--- config.mk ---
export PLATFORM = sky130hd
export DESIGN_NAME = mul_accum
export DESIGN_NICKNAME = d
export VERILOG_FILES = /design/src/rtl/mul_accum_pkg.sv /design/src/rtl/mul_accum_sat_add.sv /design/src/rtl/mul_accum.sv
export SDC_FILE = /design/constraint.sdc
export NUM_CORES = 1
export LEC_CHECK = 0
export CORE_MARGIN = 1
export CORE_UTILIZATION = 50
export DETAILED_ROUTE_END_ITERATION = 12
export GPL_ROUTABILITY_DRIVEN = 0
export GPL_TIMING_DRIVEN = 0
export PLACE_DENSITY = 0.92
export SLEW_MARGIN = 20
export SYNTH_ARGS = -nofsm -noshare
export SYNTH_HDL_FRONTEND = slang
export SYNTH_SLANG_ARGS = --single-unit
--- constraint.sdc ---
create_clock -name clk -period 3.6 [get_ports clk]
set_input_delay 1.08 -clock clk [delete_from_list [all_inputs] [get_ports clk]]
set_output_delay 1.08 -clock clk [all_outputs]
set_load 0.01 [all_outputs]
--- src/rtl/mul_accum_pkg.sv ---
// mul_accum_pkg: shared types and constants for the multiply-accumulate stage.
//   state_e     - accumulator FSM states
//   DEF_DATA_W  - default product/accumulator width
//   DEF_CNT_W   - default length/counter width
//   SAT_MAX/MIN - 16-bit signed saturation limits
package mul_accum_pkg;

    localparam int DEF_DATA_W = 16;
    localparam int DEF_CNT_W  = 8;

    localparam logic signed [15:0] SAT_MAX = 16'sh7FFF;
    localparam logic signed [15:0] SAT_MIN = 16'sh8000;

    typedef enum logic [1:0] {
        IDLE = 2'd0,
        ACC  = 2'd1,
        DONE = 2'd2
    } state_e;

endpackage

--- src/rtl/mul_accum_sat_add.sv ---
// sat_add: combinational signed saturating adder, shared with the ALU add path.
//   a, b  in  DATA_W  signed operands
//   sum   out DATA_W  a+b clamped to the signed DATA_W range
//   sat   out 1       clamping occurred
module sat_add #(
    parameter int DATA_W = 16
) (
    input  logic signed [DATA_W-1:0] a,
    input  logic signed [DATA_W-1:0] b,
    output logic signed [DATA_W-1:0] sum,
    output logic                     sat
);

    localparam logic signed [DATA_W-1:0] MAX_V = {1'b0, {(DATA_W-1){1'b1}}};
    localparam logic signed [DATA_W-1:0] MIN_V = {1'b1, {(DATA_W-1){1'b0}}};

    logic signed [DATA_W:0] full;

    always_comb begin
        full = {a[DATA_W-1], a} + {b[DATA_W-1], b};
        sum  = full[DATA_W-1:0];
        sat  = 1'b0;
        // The extra sign bit disagreeing with the DATA_W sign bit means the
        // true sum left the representable range; the top bit tells which way.
        if (full[DATA_W] != full[DATA_W-1]) begin
            sat = 1'b1;
            sum = full[DATA_W] ? MIN_V : MAX_V;
        end
    end

endmodule

--- src/rtl/mul_accum.sv ---
// mul_accum: sums a programmed number of alu_mul products into a saturating
// signed accumulator and returns one result with a sticky overflow flag.
//   clk, rst                 clock, synchronous active-high reset
//   start, len               launch a run of len products (sampled in IDLE)
//   prod_valid/prod_ready    product handshake; prod, prod_ovf payload
//   res_valid/res_ready      result handshake; res, res_ovf payload
//   busy                     run in progress or result pending
module mul_accum
    import mul_accum_pkg::*;
#(
    parameter int DATA_W = DEF_DATA_W,
    parameter int CNT_W  = DEF_CNT_W
) (
    input  logic                     clk,
    input  logic                     rst,
    input  logic                     start,
    input  logic [CNT_W-1:0]         len,
    input  logic                     prod_valid,
    output logic                     prod_ready,
    input  logic signed [DATA_W-1:0] prod,
    input  logic                     prod_ovf,
    output logic                     res_valid,
    input  logic                     res_ready,
    output logic signed [DATA_W-1:0] res,
    output logic                     res_ovf,
    output logic                     busy
);

    state_e                   state_q, state_d;
    logic signed [DATA_W-1:0] acc_q, acc_d;
    logic [CNT_W-1:0]         cnt_q, cnt_d;
    logic                     ovf_q, ovf_d;

    logic signed [DATA_W-1:0] add_sum;
    logic                     add_sat;

    sat_add #(.DATA_W(DATA_W)) u_sat_add (
        .a   (acc_q),
        .b   (prod),
        .sum (add_sum),
        .sat (add_sat)
    );

    // Handshake outputs depend on state only, never on inputs.
    assign prod_ready = (state_q == ACC);
    assign res_valid  = (state_q == DONE);
    assign busy       = (state_q != IDLE);
    assign res        = acc_q;
    assign res_ovf    = ovf_q;

    always_comb begin
        state_d = state_q;
        acc_d   = acc_q;
        cnt_d   = cnt_q;
        ovf_d   = ovf_q;
        unique case (state_q)
            IDLE: begin
                if (start) begin
                    acc_d   = '0;
                    ovf_d   = 1'b0;
                    cnt_d   = len;
                    state_d = (len == '0) ? DONE : ACC;
                end
            end
            ACC: begin
                if (prod_valid) begin
                    // prod is summed even when flagged; the flag is only recorded.
                    acc_d = add_sum;
                    ovf_d = ovf_q | prod_ovf | add_sat;
                    cnt_d = cnt_q - CNT_W'(1);
                    if (cnt_q == CNT_W'(1)) state_d = DONE;
                end
            end
            DONE: begin
                if (res_ready) state_d = IDLE;
            end
            default: state_d = IDLE;
        endcase
    end

    always_ff @(posedge clk) begin
        if (rst) begin
            state_q <= IDLE;
            acc_q   <= '0;
            cnt_q   <= '0;
            ovf_q   <= 1'b0;
        end else begin
            state_q <= state_d;
            acc_q   <= acc_d;
            cnt_q   <= cnt_d;
            ovf_q   <= ovf_d;
        end
    end

endmodule

==> impl_metrics.env <==
export IMPL_synth_edf_count=0
export IMPL_skew_ps=7.74
export IMPL_viasPerCell=6.20
export IMPL_gr_total_overflow=0
export IMPL_synth_cell_types=50
export IMPL_drt_wl_total_um=5210
export IMPL_synth_seq_area_share=0.270
export IMPL_drv_slew=0
export IMPL_core_sq_um=3740
export IMPL_fin_crit_sh=0.956
export IMPL_die_y_um=65.3
export IMPL_drt_iter0_markers=192
export IMPL_crit_slowest_cell="clkdlybuf4s50_1"
export IMPL_cp_max_fo=10
export IMPL_io_pins=50
export IMPL_outcome="complete, no violations"
export IMPL_drive_gt1_frac=0.0941
export IMPL_fin_tns_setup_ps=0
export IMPL_fill_cells=304
export IMPL_dieArea_sq_um=4270
export IMPL_grt_total_usage=0.249
export IMPL_cts_sinks=27
export IMPL_antenna_found_initial=0
export IMPL_crit_path_end_kind="register"
export IMPL_clock_latency_ps=290
export IMPL_clock_root_buffer="clkbuf_8"
export IMPL_critPathKind="in2reg"
export IMPL_drv_cap=0
export IMPL_hold_viol=0
export IMPL_ys_ff_latch=27
export IMPL_grt_pass1_vias=2020
export IMPL_ctsHtreeMaxLevel=1
export IMPL_hold_path_class="reg2reg"
export IMPL_dpl_hpwl_um=3830
export IMPL_cts_tree="done"
export IMPL_worstMarginPinSlew_ps=528
export IMPL_num_rows=22
export IMPL_place_area_sq_um=2550
export IMPL_rsz0062_at_grt="no"
export IMPL_ys_warnings_count=0
export IMPL_fp_dieW_um=65.3
export IMPL_antenna_left=0
export IMPL_final_area_sq_um=2620
export IMPL_wl_per_cell_um=15.6
export IMPL_grt_pass1_wl_um=8470
export IMPL_start_kind="input pin"
export IMPL_clk_pin_slew_ps=110
export IMPL_multi_input_area_sq_um=1410
export IMPL_syn_inst=234
export IMPL_syn_cell_area_sq_um=2000
export IMPL_synthFlopType="dfxtp_1"
export IMPL_syn2layout_area_growth_pct=30.8
export IMPL_synth_net_count=283
export IMPL_power_density_nw_per_um2=384
export IMPL_cp_arrival_ps=3620
export IMPL_r2r_worst_path_cells=11
export IMPL_area_sequential_sq_um=541
export IMPL_syn_avg_cell_area_sq_um=8.57
export IMPL_hold_path_startpoint="cnt_q[4]$_SDFFE_PP0P_"
export IMPL_required_ps=3780
export IMPL_dr_total_vias=2076
export IMPL_async_reset_ff_frac=0
export IMPL_slowest_delay_ps=410
export IMPL_vdd_drop_max_mv=0.361
export IMPL_layout_nets=337
export IMPL_first_pass_iters=4
export IMPL_fmax_mhz=291
export IMPL_drcViolationCount=0
export IMPL_whs_endpoint="cnt_q[4]$_SDFFE_PP0P_"
export IMPL_slew_limit_headroom=0.648
export IMPL_cts_inserted_buffers=3
export IMPL_leakagePower_nw=1.08
export IMPL_final_cell_mix="clkdlybuf4s50_1 (49), dfxtp_1 (27), a21oi_1 (23)"
export IMPL_fin_crit_ps=3440
export IMPL_clk_path_buf_depth=2
export IMPL_whs_path_depth=2
export IMPL_crit_path_cell_trace="clkdlybuf4s50_1 -> ha_2 -> fa_2 -> a211oi_2 -> o211ai_1 -> nand3_1 -> o21ai_0 -> and2_4 -> and3_1 -> buf_2 -> buf_4 -> a221o_1"
export IMPL_final_common_cell="clkdlybuf4s50_1"
export IMPL_grt_max_degree=17
export IMPL_r2r_end="res[5]$_SDFFE_PP0P_"
export IMPL_diodes=0
export IMPL_start_util=0.535
export IMPL_reg2reg_slack_ps=1030
export IMPL_port_buffers=49
export IMPL_r2r_start="res[0]$_SDFFE_PP0P_"
export IMPL_setup_viol=0
worst max path at each step:
stage,startpoint,end,cells after the start
final,prod[0],res[5]$_SDFFE_PP0P_,12
after global routing,prod[0],res[5]$_SDFFE_PP0P_,12
after CTS,prod[0],res[14]$_SDFFE_PP0P_,10
after detailed placement,prod[0],res[14]$_SDFFE_PP0P_,10
after global placement,prod[0],res[14]$_SDFFE_PP0P_,10
after floorplan,prod[0],res[14]$_SDFFE_PP0P_,9
metal layers:
layer  wire [um]  vias up  global-route usage
met5           0        -                   0
met3         328        7              0.0434
met2        2560       77               0.463
met4          40        0              0.0516
met1        2290      988               0.294
li1            -     1004                   -
per-stage QoR:
step	total power [mW]	instances	hold WS, ps	utilization	setup slack, ps
final	1.01	335	488	0.700	158
after global routing	1.06	335	505	0.700	3.08
after CTS	0.994	335	488	0.697	7.67
after detailed placement	0.806	331	473	0.682	-383
after global placement	0.792	331	460	0.682	-385
after floorplan	0.663	234	451	-	346
synthesized netlist by cell type, types with 5 or more instances:
| library cell | number | share of area |
|---|---|---|
| xnor2_1 | 7 | 0.031 |
| a221o_1 | 14 | 0.070 |
| nor2_1 | 15 | 0.028 |
| nand3_1 | 5 | 0.012 |
| o21ai_0 | 11 | 0.027 |
| ha_1 | 18 | 0.11 |
| xor2_1 | 8 | 0.035 |
| clkbuf_1 | 5 | 0.0094 |
| a211oi_1 | 10 | 0.037 |
| dfxtp_1 | 27 | 0.27 |
| a21o_1 | 7 | 0.026 |
| nand2_1 | 22 | 0.041 |
| a21oi_1 | 23 | 0.057 |
| o211ai_1 | 5 | 0.019 |
power by group:
group	switching, mW	leakage, nW	internal [mW]	total, mW
sequential	0.0328	0.221	0.335	0.368
combinational	0.235	0.834	0.213	0.448
clock	0.112	0.0217	0.0790	0.191
total	0.380	1.08	0.627	1.01
worst max-delay path, delay by kind of cell:
kind	cells	cell delay, ps
buffers and inverters	3	740
adder cells (fa/ha/maj)	2	590
AND/OR/NAND/NOR	3	460
AO/OA/AOI/OAI	4	740
repair_timing:
item / CTS / global route
setup endpoints to repair: 1 / 11
pin swaps: 0 / 2
hold buffers: 0 / 0
setup buffers: 0 / 0
endpoints found under the hold margin: 0 / 0
resized for setup: 1 / 5
cells by family (layout without fill, tap and decap cells):
group / after synthesis / after routing / synth area share
and+or+nand+nor: 65 / 65 / 0.156
muxes: 2 / 2 / 0.0125
AOI/OAI and AO/OA: 92 / 92 / 0.340
DFF: 27 / 27 / 0.270
xor gates and xnor gates: 15 / 15 / 0.0655
adders and majority gates: 19 / 19 / 0.122
buffers and inverters: 14 / 67 / 0.0337
area by class of cell:
class | instances | area share
clock inverter | 1 | 0.00286
timing repair buffer | 49 | 0.187
sequential | 27 | 0.206
inverter | 4 | 0.00573
buffer | 10 | 0.0200
multi-input combinational | 193 | 0.539
tap | 48 | 0.0229
clock buffer | 3 | 0.0158
registers in the layout (all words and copies together) (netlist names):
register and cells:
state_q 2, res_ovf 1, cnt_q 8, res 16
No activity file was read; power rests on OpenSTA's default activity.
